--- src/rtl/sr_latch_driver.sv ---
// rtl/sr_latch_driver.sv - SR latch initiator: exclusive S/R pulse, dead time, Q/Qn readback confirm (option: SR_SYNC_EN)
module sr_latch_driver #(
    parameter int PULSE_CYCLES   = 2,
    parameter int DEAD_CYCLES    = 1,
    parameter int TIMEOUT_CYCLES = 8,
    parameter int CNT_W          = 4
) (
    input  logic clk,
    input  logic rst_n,
    input  logic req_valid,
    input  logic req_op,
    output logic req_ready,
    output logic s,
    output logic r,
    input  logic q_in,
    input  logic qn_in,
    output logic done,
    output logic err,
    output logic state_q
);

    typedef enum logic [1:0] {
        IDLE  = 2'd0,
        PULSE = 2'd1,
        DEAD  = 2'd2,
        CHECK = 2'd3
    } state_e;

    // Zero-valued pulse and timeout lengths degrade to a single cycle.
    localparam int P_EFF = (PULSE_CYCLES   < 1) ? 1 : PULSE_CYCLES;
    localparam int T_EFF = (TIMEOUT_CYCLES < 1) ? 1 : TIMEOUT_CYCLES;
    localparam int D_EFF = (DEAD_CYCLES    < 1) ? 1 : DEAD_CYCLES;
    localparam bit HAS_DEAD = (DEAD_CYCLES > 0);

    localparam logic [CNT_W-1:0] P_LOAD  = CNT_W'(P_EFF - 1);
    localparam logic [CNT_W-1:0] D_LOAD  = CNT_W'(D_EFF - 1);
    localparam logic [CNT_W-1:0] T_LAST  = CNT_W'(T_EFF - 1);
    localparam logic [CNT_W-1:0] CNT_ONE = CNT_W'(1);
    localparam logic [CNT_W-1:0] CNT_ZERO = '0;

    state_e           fsm_q, fsm_d;
    logic [CNT_W-1:0] cnt_q, cnt_d;
    logic             op_q, op_d;
    logic             s_q, s_d;
    logic             r_q, r_d;
    logic             done_q, done_d;
    logic             err_q, err_d;
    logic             lstate_q, lstate_d;
    logic             q_rb, qn_rb;
    logic             match;

`ifdef SR_SYNC_EN
    logic [1:0] q_sync_q;
    logic [1:0] qn_sync_q;

    // Two-flop synchronizers so an asynchronous latch can be read back safely.
    always_ff @(posedge clk or negedge rst_n) begin
        if (!rst_n) begin
            q_sync_q  <= 2'b00;
            qn_sync_q <= 2'b00;
        end else begin
            q_sync_q  <= {q_sync_q[0], q_in};
            qn_sync_q <= {qn_sync_q[0], qn_in};
        end
    end

    assign q_rb  = q_sync_q[1];
    assign qn_rb = qn_sync_q[1];
`else
    assign q_rb  = q_in;
    assign qn_rb = qn_in;
`endif

    // Q==Qn (invalid or unsettled latch) can never satisfy both terms.
    assign match = (q_rb == op_q) && (qn_rb == !op_q);

    assign req_ready = (fsm_q == IDLE);
    assign s         = s_q;
    assign r         = r_q;
    assign done      = done_q;
    assign err       = err_q;
    assign state_q   = lstate_q;

    // State, counter and registered latch drives; reset clears S/R without a clock.
    always_ff @(posedge clk or negedge rst_n) begin
        if (!rst_n) begin
            fsm_q    <= IDLE;
            cnt_q    <= '0;
            op_q     <= 1'b0;
            s_q      <= 1'b0;
            r_q      <= 1'b0;
            done_q   <= 1'b0;
            err_q    <= 1'b0;
            lstate_q <= 1'b0;
        end else begin
            fsm_q    <= fsm_d;
            cnt_q    <= cnt_d;
            op_q     <= op_d;
            s_q      <= s_d;
            r_q      <= r_d;
            done_q   <= done_d;
            err_q    <= err_d;
            lstate_q <= lstate_d;
        end
    end

    // Next-state logic; S and R next values are only ever set as complements in PULSE.
    always_comb begin
        fsm_d    = fsm_q;
        cnt_d    = cnt_q;
        op_d     = op_q;
        s_d      = 1'b0;
        r_d      = 1'b0;
        done_d   = 1'b0;
        err_d    = 1'b0;
        lstate_d = lstate_q;
        case (fsm_q)
            IDLE: begin
                if (req_valid) begin
                    op_d  = req_op;
                    s_d   = req_op;
                    r_d   = !req_op;
                    cnt_d = P_LOAD;
                    fsm_d = PULSE;
                end
            end
            PULSE: begin
                if (cnt_q == CNT_ZERO) begin
                    if (HAS_DEAD) begin
                        cnt_d = D_LOAD;
                        fsm_d = DEAD;
                    end else begin
                        cnt_d = '0;
                        fsm_d = CHECK;
                    end
                end else begin
                    cnt_d = cnt_q - CNT_ONE;
                    s_d   = op_q;
                    r_d   = !op_q;
                end
            end
            DEAD: begin
                if (cnt_q == CNT_ZERO) begin
                    cnt_d = '0;
                    fsm_d = CHECK;
                end else begin
                    cnt_d = cnt_q - CNT_ONE;
                end
            end
            CHECK: begin
                if (match) begin
                    done_d   = 1'b1;
                    lstate_d = op_q;
                    cnt_d    = '0;
                    fsm_d    = IDLE;
                end else if (cnt_q == T_LAST) begin
                    err_d = 1'b1;
                    cnt_d = '0;
                    fsm_d = IDLE;
                end else begin
                    cnt_d = cnt_q + CNT_ONE;
                end
            end
            default: begin
                fsm_d = IDLE;
                cnt_d = '0;
            end
        endcase
    end

endmodule

--- config.mk ---
export PLATFORM = sky130hd
export DESIGN_NAME = sr_latch_driver
export DESIGN_NICKNAME = d
export VERILOG_FILES = /design/src/rtl/sr_latch_driver.sv
export SDC_FILE = /design/constraint.sdc
export NUM_CORES = 1
export LEC_CHECK = 0
export CORE_AREA = 3 3 40 42
export CTS_CLUSTER_DIAMETER = 40
export DETAILED_ROUTE_END_ITERATION = 6
export DIE_AREA = 0 0 43 45
export DONT_BUFFER_PORTS = 1
export PLACE_DENSITY = 0.7
export REMOVE_ABC_BUFFERS = 1
export SYNTH_ARGS = -nofsm -noshare
export SYNTH_HDL_FRONTEND = slang
export SYNTH_SLANG_ARGS = --single-unit
--- constraint.sdc ---
create_clock -name clk -period 3.3 [get_ports clk]
set_input_delay 0.33 -clock clk [delete_from_list [all_inputs] [get_ports clk]]
set_output_delay 0.33 -clock clk [all_outputs]
set_load 0.05 [all_outputs]
Yosys cells after proc, flatten, opt, wreduce, memory -nomap -nowiden:

Cells that the tools add are included.

* word-level logic and storage cells: 51
* input port bits: 6
* register bits: 12
* output and inout port bits: 6

* mux-type cells: 22
* reduce and logical (&&, ||, !) cells: 9
* $add $sub $neg: 2
* eq/ne operators: 10

Operator list (number)
* 4-bit two-way mux: 4
* 4-bit one-hot mux with 3 select lines: 1
* 2-bit two-way mux: 5
* 1-bit two-way mux: 9
* 2-bit one-hot mux with 4 select lines: 1
* 2-bit inequality test, second input constant: 3
* 4-bit by 1-bit adder with 4-bit output, second input constant: 1
* 2-bit equality test, second input constant: 2
* 4-bit by 3-bit equality test with 1-bit output, second input constant: 1
* 4-bit zero test: 1
* 1-bit one-hot mux with 2 select lines: 2
* 2-bit AND reduction: 2
* 4-bit AND reduction: 1
* 4-bit by 1-bit subtractor with 4-bit output, second input constant: 1
* 3-bit inequality test, second input constant: 1
* 1-bit equality test: 2
* 2-bit by 1-bit equality test with 1-bit output, second input constant: 1
* 1-bit zero test: 2
* 2-bit zero test: 1
* 2-bit OR reduction: 1
* 1-bit logical AND: 1

Depth between registers and ports, before layout:

* depth after elaboration: 5
* depth in mapped cells: 6
* mapped depth without buffers: 6

Least setup slack after synthesis:

No wires, ideal clock.

* path kind: register -> register
* start point: reg fsm_q[0]
* end point: reg fsm_q[1]
* arrival time: 1.902 ns
* period minus slack after synthesis: 2.028 ns
* required time: 3.175 ns
* stages on the path, launching flop included: 7
* setup slack: 1.272 ns
* setup time: 0.125 ns
* path buffers: 0
* cells stage by stage: dfrtp_1 -> inv_1 -> ha_1 -> inv_1 -> nor2_1 -> a211oi_4 -> mux2_4

* cells in the longest elaborated chain, start to end: 3
* elaborated cells between the ends (all ways): 10
* classes of those cells: eq/ne (7); mux (1); reduce/logical (2)

RTL lines
* start: declaration: RTL line 41 `state_e fsm_q, fsm_d;`
* start signal: assignment: RTL line 96 `fsm_q <= fsm_d;`
* 2-bit zero test *
* via req_ready: RTL line 12 `output logic req_ready,`
* 2-bit inequality test (no source line)
* 4-bit AND reduction (no source line)

The timed path passes the listed nets; every way through them passes the cells marked *.
A chain may end at the register's enable or synchronous reset.

Worst setup path after layout:

* start point: reg cnt_q[0]
* end point: reg fsm_q[1]

* cells in the longest elaborated chain, start to end: 3
* elaborated cells between the ends (all ways): 6
* classes of those cells: eq/ne (4); reduce/logical (2)

RTL lines
* start: declaration: RTL line 42 `logic [CNT_W-1:0] cnt_q, cnt_d;`
* start signal: assignment: RTL line 97 `cnt_q <= cnt_d;`
* 4-bit by 3-bit equality test with 1-bit output / 4-bit zero test (equally long branches): RTL line 156, 128, 143
* 3-bit inequality test (no source line) / 2-bit inequality test (equally long branches)
* 4-bit AND reduction (no source line) *

Every way passes the cells marked *; elsewhere a longest branch is shown, timed or not.

==> reports/qor.txt <==
Switching share of power: 0.4656
Commonest non-fill, non-tap cell in the layout: dfrtp_1
Final Cycle Share: 0.5902
Share of post-route cells with drive strength above 1: 0.1558
Fin. Hold Viols: 0
Clock buffer count from CTS: 3
Initial DRC count: 8
Commonest non-fill, non-tap cells in the layout: dfrtp_1 (12), inv_1 (7), nand2_1 (7), ha_1 (7)
Sequential Power Share: 0.355
Pwr Density: 1143 nW/µm²
Maxcap violations: 0
Clock power frac: 0.131
Area leader, netlist: dfrtp_1
DP Worst Slack: 1.385 ns
Final instance area: 807.0 µm²
CP Class: register to register
Ports: 12
Comb pwr share: 0.515
Die area: 1935 µm²
Area added between synthesis and finish: 9.881%
Rows: 13
1st-pass router iterations: 6
Yosys top cell area share: 0.4089
Finished Layout Cells: 92
Max-slew headroom: 0.6121
Synth Instances: 71
Distinct cells, synth: 28
Detailed-route via count: 541
Worst clock skew: 0.007042 ns
Sum Neg Setup Slack: 0 ns
Final wirelength: 1464 µm
Ant. Diodes: 0
Sequential-to-total area share from yosys stat: 0.4089
Worst slew pin tran: 0.5799 ns
Pin count of the biggest net entering global routing: 13
CTS sink count: 12
Max Slew Vio Count: 0
Post-Syn Area: 734.5 µm²
Vias per std cell: 5.880
Die Y-Extent: 45 µm
Avg WL per Cell: 15.91 µm
P_leak: 0.0003847 µW
Worst Hold Class: input port to register
Area post-placement: 760.7 µm²
Synthesis-stage register bit count: 12
First-pass GRT wire length: 2380 µm
Final Worst Setup Slack: 1.352 ns
Core Region: 1285 µm²
Post-detail-place hpwl: 1068 µm
All-Layer GR Usage: 0.1655
# fillers: 95
CP required: 3.47 ns
Status: finished clean
Synth area leaders: dfrtp_1 (41%), ha_1 (12%), inv_1 (3.6%)
CP Launch Type: register
Vias in the first global route: 480
Unrepaired setup endpoints after global routing: no
Critical path capture point type: register
VDD IR max: 0.6166 mV
Max Clock Freq: 0.5134 GHz
Synth warnings: 0
# DRC: 0
Pint: 492.9 µW
Initial antenna violation count: 0
Setup violations, final: 0
Worst EP arrival: 2.12 ns
H-tree depth: 1
CTS tree: yes
Clock root buffer: clkbuf_4
Placed cells: 87
Max clock buf depth: 2
Clock Latency Late Sink: 0.28 ns
Grt total ovfl: 0
Final ANT Viol Nets: 0
Tmin final: 1.948 ns
Initial Util: 0.5716
I/O Buffers: 0
Max FO, Critical Path: 6
GP Congestion: 0.7972
NetSw: 429.5 µW
Die W: 43 µm
Final nets: 91
Syn_area_per_cell: 10.34 µm²
Clk pin slew, worst setup/hold paths: 0.08 ns
[metrics by stage]
stage | hold WS (ns) | total power [µW] | util
6_report | 0.1609 | 922.4 | 0.6280
5_1_grt | 0.1536 | 984.2 | 0.6280
3_3_place_gp | 0.03468 | 785.8 | 0.5920
3_5_place_dp | 0.03471 | 794.5 | 0.5920
4_1_cts | 0.1668 | 919.2 | 0.6280
2_1_floorplan | 0.03441 | 709.9 | -
[power groups by stage]
stage	logic, µW	clock network (µW)	registers, µW
floorplan	398	0	312
global placement	461	0	324
detailed placement	465	0	329
CTS	472	119	328
global route	517	129	338
finish	475	120	327
[layout make-up]
| class | instances | area, µm² | share of cell area |
|---|---|---|---|
| inverter | 7 | 26.28 | 0.03256 |
| multi-input combinational | 52 | 407.9 | 0.5054 |
| tap | 15 | 18.77 | 0.02326 |
| sequential | 12 | 300.3 | 0.3721 |
| timing repair buffer | 2 | 17.52 | 0.02171 |
| clock buffer | 4 | 36.28 | 0.04496 |
[cells by family after synthesis]
kind of cell               after synthesis  share of synthesized area
adders and majority gates                7                     0.1192
and+or+nand+nor                         26                     0.2010
xor gates and xnor gates                 1                    0.01193
DFF                                     12                     0.4089
muxes                                    4                    0.06473
AOI/OAI and AO/OA                       14                     0.1584
buffers and inverters                    7                    0.03578
[synthesized netlist by cell type]
master,count
o211a_1,1
o311ai_0,1
dfrtp_1,12
and3b_1,1
o21ai_0,2
nand3_1,4
inv_1,7
or2_1,1
mux2_4,1
o21a_4,1
a221oi_1,1
a211oi_4,1
a32oi_1,1
and2_1,1
xor2_1,1
nor3_1,3
nor3b_1,1
nor2_1,4
nand2_1,7
mux2_2,2
mux2i_1,1
nor3_4,1
o22ai_1,2
or3b_4,1
nand3b_1,2
a21oi_1,3
ha_1,7
a21boi_0,1
[timing repair]
action,CTS,global route
endpoints found under the hold margin,12,0
buffers inserted,0,0
hold buffers,1,0
resized for setup,0,0
[worst paths after layout]
path / startpoint / endpoint / slack (ns) / cells past startpoint
max reg2reg: cnt_q[0] / fsm_q[1] / 1.35 / 6
max: cnt_q[0] / fsm_q[1] / 1.35 / 6
min in group asynchronous: rst_n / done / 0.48 / 1
max in group asynchronous: rst_n / s / 2.43 / 1
min: req_op / r / 0.16 / 1
min reg2reg: op_q / r / 0.56 / 1
[sequential cells by signal, indices dropped and copies added (netlist names)]
register and count:
cnt_q 4, done 1, err 1, state_q 1, fsm_q 2, r 1, op_q 1, s 1
[worst max-delay path, stage by stage (launching register included)]
cell      delay (ns)
dfrtp_1         0.44
inv_1           0.08
ha_1            0.22
or3b_4          0.43
o21a_4          0.14
a211oi_4        0.21
mux2_4          0.32
[layer usage]
metal / part of all wire / global-route usage / vias up
li1: - / - / 262
met2: 0.46 / 0.2545 / 17
met3: 0.068 / 0.04382 / 5
met1: 0.45 / 0.2211 / 257
met5: 0 / 0 / -
met4: 0.016 / 0.07229 / 0
(Power assumes the default switching activity.)
